[config.mk]
export PLATFORM = sky130hd
export DESIGN_NAME = square_seq
export DESIGN_NICKNAME = d
export VERILOG_FILES = /design/src/rtl/square_seq.sv
export SDC_FILE = /design/constraint.sdc
export NUM_CORES = 1
export LEC_CHECK = 0
export CORE_MARGIN = 4
export CORE_UTILIZATION = 42
export CTS_CLUSTER_SIZE = 16
export DETAILED_ROUTE_END_ITERATION = 6
export PLACE_DENSITY = 0.86
export RECOVER_POWER = 50
export SLEW_MARGIN = 20
export SYNTH_ARGS = -nofsm -noshare
export SYNTH_HDL_FRONTEND = slang
export SYNTH_SLANG_ARGS = --single-unit
export TNS_END_PERCENT = 20
[constraint.sdc]
create_clock -name clk_i -period 4.3 [get_ports clk_i]
set_clock_uncertainty 0.05 [all_clocks]
set_input_delay 0.645 -clock clk_i [delete_from_list [all_inputs] [get_ports clk_i]]
set_output_delay 0.645 -clock clk_i [all_outputs]
set_load 0.1 [all_outputs]
[src/rtl/square_seq.sv]
// Sequencer that streams element pairs from a dual-read register file through the
// external two-lane Square unit and writes both results back. Optional abort via SQUARE_SEQ_ABORT_EN.
module square_seq #(
    parameter int WIDTH = 24,
    parameter int AW    = 6
) (
    input  logic             clk_i,
    input  logic             rst_i,
    input  logic             start_i,
    input  logic [AW:0]      len_i,
    input  logic [AW-1:0]    src_base_i,
    input  logic [AW-1:0]    dst_base_i,
`ifdef SQUARE_SEQ_ABORT_EN
    input  logic             abort_i,
    output logic             aborted_o,
`endif
    output logic             busy_o,
    output logic             done_o,
    output logic             rd_en_o,
    output logic [AW-1:0]    rd_addr_1_o,
    output logic [AW-1:0]    rd_addr_2_o,
    input  logic [WIDTH-1:0] rd_data_1_i,
    input  logic [WIDTH-1:0] rd_data_2_i,
    output logic [WIDTH-1:0] sq_data_1_o,
    output logic [WIDTH-1:0] sq_data_2_o,
    input  logic [WIDTH-1:0] sq_res_1_i,
    input  logic [WIDTH-1:0] sq_res_2_i,
    output logic             wr_en_1_o,
    output logic             wr_en_2_o,
    output logic [AW-1:0]    wr_addr_1_o,
    output logic [AW-1:0]    wr_addr_2_o,
    output logic [WIDTH-1:0] wr_data_1_o,
    output logic [WIDTH-1:0] wr_data_2_o
);

    typedef enum logic [2:0] {S_IDLE, S_READ, S_FEED, S_WRITE, S_DONE} state_t;

    localparam logic [AW-1:0] A_ONE = 1;
    localparam logic [AW:0]   L_TWO = 2;
    localparam logic [AW-2:0] K_ONE = 1;

    state_t           state_q, state_d;
    logic [AW:0]      len_q, len_d;
    logic [AW-1:0]    src_q, src_d;
    logic [AW-1:0]    dst_q, dst_d;
    logic [AW-2:0]    k_q, k_d;
    logic [WIDTH-1:0] sq1_q, sq1_d;
    logic [WIDTH-1:0] sq2_q, sq2_d;
    logic             ab_q, ab_d;

    // 2k and 2k+1 never exceed 2^AW-1, so these fit exactly without carries.
    logic [AW-1:0] pair_off;
    logic [AW:0]   idx2;
    logic [AW:0]   pair_end;
    logic          lane2_live;
    logic          last_pair;

    assign pair_off   = {k_q, 1'b0};
    assign idx2       = {1'b0, k_q, 1'b1};
    assign pair_end   = {1'b0, k_q, 1'b0} + L_TWO;
    assign lane2_live = idx2 < len_q;
    assign last_pair  = pair_end >= len_q;

    always_ff @(posedge clk_i or posedge rst_i) begin
        if (rst_i) begin
            state_q <= S_IDLE;
            len_q   <= '0;
            src_q   <= '0;
            dst_q   <= '0;
            k_q     <= '0;
            sq1_q   <= '0;
            sq2_q   <= '0;
            ab_q    <= 1'b0;
        end else begin
            state_q <= state_d;
            len_q   <= len_d;
            src_q   <= src_d;
            dst_q   <= dst_d;
            k_q     <= k_d;
            sq1_q   <= sq1_d;
            sq2_q   <= sq2_d;
            ab_q    <= ab_d;
        end
    end

    always_comb begin
        state_d     = state_q;
        len_d       = len_q;
        src_d       = src_q;
        dst_d       = dst_q;
        k_d         = k_q;
        sq1_d       = sq1_q;
        sq2_d       = sq2_q;
        ab_d        = ab_q;
        rd_en_o     = 1'b0;
        rd_addr_1_o = '0;
        rd_addr_2_o = '0;
        wr_en_1_o   = 1'b0;
        wr_en_2_o   = 1'b0;
        wr_addr_1_o = '0;
        wr_addr_2_o = '0;
        done_o      = 1'b0;

        case (state_q)
            S_IDLE: begin
                if (start_i) begin
                    len_d   = len_i;
                    src_d   = src_base_i;
                    dst_d   = dst_base_i;
                    k_d     = '0;
                    ab_d    = 1'b0;
                    state_d = (len_i == '0) ? S_DONE : S_READ;
                end
            end
            S_READ: begin
                rd_en_o     = 1'b1;
                rd_addr_1_o = src_q + pair_off;
                rd_addr_2_o = src_q + pair_off + A_ONE;
                state_d     = S_FEED;
`ifdef SQUARE_SEQ_ABORT_EN
                if (abort_i) begin
                    ab_d    = 1'b1;
                    state_d = S_DONE;
                end
`endif
            end
            S_FEED: begin
                // Odd-length tail: lane 2 has no element, feed a zero.
                sq1_d   = rd_data_1_i;
                sq2_d   = lane2_live ? rd_data_2_i : '0;
                state_d = S_WRITE;
`ifdef SQUARE_SEQ_ABORT_EN
                if (abort_i) begin
                    ab_d    = 1'b1;
                    state_d = S_DONE;
                end
`endif
            end
            S_WRITE: begin
                wr_en_1_o   = 1'b1;
                wr_en_2_o   = lane2_live;
                wr_addr_1_o = dst_q + pair_off;
                wr_addr_2_o = dst_q + pair_off + A_ONE;
                if (last_pair) begin
                    state_d = S_DONE;
                end else begin
                    k_d     = k_q + K_ONE;
                    state_d = S_READ;
                end
`ifdef SQUARE_SEQ_ABORT_EN
                if (abort_i) begin
                    ab_d    = 1'b1;
                    state_d = S_DONE;
                end
`endif
            end
            S_DONE: begin
                done_o  = 1'b1;
                state_d = S_IDLE;
            end
            default: state_d = S_IDLE;
        endcase
    end

    assign busy_o      = (state_q != S_IDLE);
    assign sq_data_1_o = sq1_q;
    assign sq_data_2_o = sq2_q;
    assign wr_data_1_o = sq_res_1_i;
    assign wr_data_2_o = sq_res_2_i;

`ifdef SQUARE_SEQ_ABORT_EN
    assign aborted_o = (state_q == S_DONE) && ab_q;
`else
    // Abort flag is only consumed when the abort feature is built in.
    logic unused_ab;
    assign unused_ab = ab_q;
`endif

endmodule

# ---- Word-level counts from Yosys, hierarchy flattened
# Cells that the tools add are included.
dict set report totals {
  ff_bits 75
  latchBits 0
  ram_bits 0
  romBits 0
  input_bits 118
  out_inout_bits 125
  wordCells 43
  memories 0
}
dict set report classes {
  n_addsub 6
  mul 0
  n_div 0
  magnitude_cmp 2
  eq_ne 6
  n_shift 0
  n_mux 16
  bitwise 0
  reduce_logical 6
}
# cell n
set op_table {}
lappend op_table {{two-way mux 24 bit} 1}
lappend op_table {{two-way mux 6 bit} 4}
lappend op_table {{adder 6 x 1 -> 6 bit, second input constant} 2}
lappend op_table {{adder 6 bit} 2}
lappend op_table {{case mux 3 bit (4 select lines)} 1}
lappend op_table {{two-way mux 5 bit} 2}
lappend op_table {{case mux 5 bit (2 select lines)} 1}
lappend op_table {{two-way mux 3 bit} 3}
lappend op_table {{adder 6 x 2 -> 7 bit, second input constant} 1}
lappend op_table {{>= comparator 7 bit} 1}
lappend op_table {{logical NOT 7 bit} 1}
lappend op_table {{less-than comparator 6 x 7 -> 1 bit} 1}
lappend op_table {{equality test 3 x 2 -> 1 bit, second input constant} 2}
lappend op_table {{adder 5 x 1 -> 5 bit, second input constant} 1}
lappend op_table {{two-way mux 1 bit} 4}
lappend op_table {{!= test 2 bit, second input constant} 2}
lappend op_table {{equality test 3 x 1 -> 1 bit, second input constant} 1}
lappend op_table {{equality test 3 bit, second input constant} 1}
lappend op_table {{logical NOT 3 bit} 1}
lappend op_table {{AND reduction 3 bit} 1}
lappend op_table {{nonzero test 3 bit} 1}
lappend op_table {{AND reduction 2 bit} 1}
lappend op_table {{nonzero test 2 bit} 1}

# ---- Logic depth before layout (Yosys ltp)
dict set report logic_depth {
  depth_word 4
  depth_mapped 9
  ltp_nobuf 9
}

# ---- Least setup slack after synthesis
# OpenSTA, ideal clock, no wires.
dict set report synth_path {
  path_kind {register to output}
  startpoint {register k_q[1]}
  endpoint {output port wr_en_2_o}
  t_arrival_ns 3.675
  required_time_ns 3.605
  setup_slack_ns -0.070
  stages_incl_launch_ff 7
  path_buffers 0
  cell_sequence {dfrtp_1 > ha_1 > nor2b_1 > o21a_1 > o21ai_1 > nand2b_1 > a221oi_1}
}
dict set report synth_via {
  elab_chain_cells 2
}
# item line
set synth_lines {}
lappend synth_lines {{start, declared} 46} ;# logic [AW-2:0] k_q, k_d;
lappend synth_lines {{start signal, assigned} 79} ;# k_q <= k_d;
lappend synth_lines {{less-than comparator 6 x 7 -> 1 bit} 61} ;# assign lane2_live = idx2 < len_q;
lappend synth_lines {{two-way mux 1 bit} 104} ;# case (state_q)
lappend synth_lines {{end, declared} 29} ;# output logic wr_en_2_o,
# No other way between the ends.

# ---- Final worst setup path
dict set report layout_path {
  startpoint {register state_q[1]}
  endpoint {output port rd_addr_2_o[1]}
}
dict set report layout_via {
  elab_chain_cells 2
}
# item line
set layout_lines {}
lappend layout_lines {{start, declared} 42} ;# state_t state_q, state_d;
lappend layout_lines {{start signal, assigned} 75} ;# state_q <= state_d;
lappend layout_lines {{equality test 3 x 1 -> 1 bit} 104}
lappend layout_lines {{two-way mux 6 bit} 104}
lappend layout_lines {{end, declared} 21} ;# output logic [AW-1:0] rd_addr_2_o,
# No other way between the ends.

==> flow_summary_export.csv <==
group,metric,value,unit
outcome,outcome,"finished, violations left",
outcome,violations,"capacitance limit, slew limit",
worst_setup_path,crit_path_top_delay_cell,"clkdlybuf4s50_1",
logic_synthesis,synth_seq_area_share,43.02,%
logic_synthesis,synth_nets,641,
logic_synthesis,synth_area,0.004363,mm2
run,cap_violations,1,
die,core_area,0.009955,mm2
logic_synthesis,synth.distinct_cells,40,
worst_setup_path,reg2reg_depth,5,
die,initial_utilization,43.83,%
logic_synthesis,synthMuxAreaShare,0.4588,%
worst_setup_path,cp-start-kind,"flip-flop",
die,die_w,109.9,um
timing,hold_violations,0,
die,ioPinCount,243,
clocking,postCtsSetupBuffers,0,
clocking,tritoncts,"done",
clocking,clkTransAtPathRegs,0.08,ns
timing,finalMaxSlewViolations,42,
cells_and_area,final_layout_size_suffix_gt1_share,10.59,%
clocking,cts_root_buffer,"clkbuf_8",
cells_and_area,nNetsFinal,732,
worst_setup_path,timing.rr.end,"sq_data_2_o[6]$_DFFE_PP0N_",
timing,fmax,281.6,MHz
logic_synthesis,async_flop_share,100.0,%
route,ant_nets,0,
global_route,antenna_found_initial,0,
route,vias,3629,
timing,finalSetupViolCount,0,
global_route,grt_pass1_wl,17.65,mm
timing,setup_tns,0,ns
clocking,insertion_delay,0.34,ns
worst_setup_path,cp_top_family,"buffers and inverters",
logic_synthesis,avgSynthCellArea,8.743,um2
logic_synthesis,syn_inst,499,
worst_setup_path,path_buf_inv,2,
logic_synthesis,yosys_warnings,0,
worst_setup_path,r2r_start,"state_q[2]$_DFFE_PP0P_",
route,wire_per_inst,15.64,um
logic_synthesis,synth_fa_ha_area_share,7.227,%
clocking,clock_sinks,75,
cells_and_area,area_growth,29.54,%
logic_synthesis,yosys.area_share.xor_xnor,3.613,%
worst_setup_path,cpPeakStageDelay,1.14,ns
worst_setup_path,critPathCaptureType,"output pin",
route,drt_iter0_drc,185,
cells_and_area,diodes,0,
global_route,grt_pass1_vias,3662,
placement,dpl.hpwl,8.669,mm
route,routed_wl,11.38,mm
die,fp-row-count,36,
placement,io_buffers,146,
worst_setup_path,r2r_slack,1.67,ns
clocking,cts_made_buffers,9,
timing,rsz0062_at_grt,"no",
hold_path,hp-start,"sq_data_1_o[23]$_DFFE_PP0N_",
die,die_h,109.9,um
global_route,grt_overflow_total,0,
route,viasPerCell,4.985,
logic_synthesis,synth_top_family_by_area,"simple AND/OR/NAND/NOR gates",
timing,fin_crit_sh,82.58,%
logic_synthesis,yosys.area_share.simple,24.00,%
clocking,cts-resized-gates,0,
timing,max_slew_margin,-7.850,%
clocking,cts_hold_buffers,0,
worst_setup_path,crit_type,"flip-flop to output pin",
hold_path,holdPathEnd,"sq_data_1_o[23]$_DFFE_PP0N_",
route,post-route-drc-count,0,
worst_setup_path,crit_fanout,10,
route,drt_first_pass_iters,4,
global_route,grt_use_total,18.61,%
worst_setup_path,arrival,2.86,ns
cells_and_area,finish.utilization,56.77,%
cells_and_area,nFillCells,874,
clocking,clockBufferDepth,2,
logic_synthesis,synth-seq-cells,75,
worst_setup_path,path_cells,"or3b_1 > inv_2 > and2_1 > clkdlybuf4s50_1",
die,die-area,0.01208,mm2
logic_synthesis,synth_compound_area_share,8.775,%
timing,tightest_slew,1.616,ns
hold_path,min_path_cells,2,
clocking,htreeDepth,3,
worst_setup_path,required,3.61,ns
hold_path,hp-class,"flip-flop to flip-flop",
timing,finalCriticalPeriod,3.551,ns
logic_synthesis,synth-main-ff-cell,"dfrtp_1",
logic_synthesis,synth_edf_count,0,
global_route,grt_max_degree,51,
placement,finalWeightedCongestion,0.8039,
==> cells by family after synthesis <==
| logic type | Yosys count |
|---|---|
| AND/OR/NAND/NOR | 244 |
| buffers and inverters | 83 |
| flip-flops | 75 |
| AO/OA/AOI/OAI | 53 |
| adder cells (fa/ha/maj) | 24 |
| XOR/XNOR | 18 |
| multiplexers | 2 |
==> sequential cells by signal, summed over array words and instances, names as in the netlist <==
| signal | count |
|---|---|
| state_q | 3 |
| sq_data_2_o | 24 |
| src_q | 6 |
| sq_data_1_o | 24 |
| k_q | 5 |
| len_q | 7 |
| dst_q | 6 |
==> worst register-to-register path: stages (launching register included) <==
cell	delay, ns
dfrtp_1	0.47
nor2_1	0.17
and2_2	0.78
nand2_2	0.13
o21ai_4	0.76
a21oi_1	0.10
==> cells in the mapped netlist (3+ instances only) <==
cell | instances | share of area (%)
a21o_1 | 6 | 1.0
a21oi_2 | 20 | 4.0
and3_1 | 5 | 0.72
nand2_1 | 174 | 15
clkbuf_1 | 3 | 0.26
nor2_1 | 23 | 2.0
and2_1 | 12 | 1.7
xnor2_1 | 13 | 2.6
xor2_1 | 5 | 1.0
inv_1 | 12 | 1.0
dfrtp_1 | 75 | 43
nand3_1 | 10 | 1.1
a21oi_1 | 14 | 1.6
nand4_1 | 3 | 0.43
o21ai_0 | 6 | 0.69
or2_1 | 3 | 0.43
buf_6 | 6 | 1.5
ha_1 | 22 | 6.3
buf_2 | 8 | 0.92
buf_4 | 52 | 8.9
==> stage by stage <==
stage	instances	instance area [um2]	hold slack, ns	setup WS, ns
final	728	5652	0.4272	0.7492
after global routing	728	5652	0.4530	0.6262
after CTS	728	5662	0.4327	0.7522
after detailed placement	712	5469	0.4120	1.159
after global placement	712	5469	0.4059	1.259
after floorplan	499	4369	0.3868	0.7242
==> worst max-delay path by stage <==
| stage | start | end | slack [ns] | cells past startpoint |
|---|---|---|---|---|
| 2_1_floorplan | k_q[0]$_DFFE_PP0P_ | wr_addr_2_o[5] | 0.72 | 7 |
| 3_3_place_gp | state_q[1]$_DFFE_PP0P_ | rd_addr_2_o[1] | 1.26 | 4 |
| 3_5_place_dp | state_q[1]$_DFFE_PP0P_ | rd_addr_2_o[1] | 1.16 | 4 |
| 4_1_cts | state_q[1]$_DFFE_PP0P_ | rd_addr_2_o[1] | 0.75 | 4 |
| 5_1_grt | state_q[1]$_DFFE_PP0P_ | wr_addr_1_o[1] | 0.63 | 5 |
| 6_report | state_q[1]$_DFFE_PP0P_ | rd_addr_2_o[1] | 0.75 | 4 |
==> cells in the final DEF, fill, tap and decap left out, drive strengths merged, types with 2 or more instances in the layout <==
master | Yosys | routed
o21ai | 9 | 9
or2 | 3 | 3
nor2 | 24 | 24
nor4 | 3 | 3
mux2i | 2 | 2
inv | 13 | 14
a21o | 6 | 6
nand3 | 11 | 11
and2 | 12 | 12
clkinv | 1 | 4
nor3 | 2 | 2
nand4 | 3 | 3
buf | 66 | 18
and3 | 5 | 5
ha | 22 | 22
xor2 | 5 | 5
clkdlybuf4s50 | 0 | 128
a21oi | 34 | 34
clkbuf | 3 | 12
xnor2 | 13 | 13
nand2 | 175 | 175
nor2b | 2 | 2
dfrtp | 75 | 75
fa | 2 | 2
o21a | 2 | 2
==> layer usage <==
layer,track usage [%],routed length [um],up-vias,share of wire (%)
li1,-,-,1728,-
met1,22.08,4410,1718,39
met2,33.06,5868,166,52
met3,4.991,928,17,8.2
met4,4.987,177,0,1.6
met5,0,0,-,0
==> layout make-up <==
type	count	area (um2)	share of cell area (%)
clock inverters	6	65.06	1.151
well taps	133	166.4	2.944
clock buffers	10	127.6	2.258
multi-input cells	341	1928	34.12
repair buffers	149	1434	25.37
flip-flops and latches	75	1877	33.21
inverters	14	53.80	0.9520
Power is left out: the tool's default activity adds up to more than one toggle a clock period on the data nets, which glitch-free logic cannot reach.
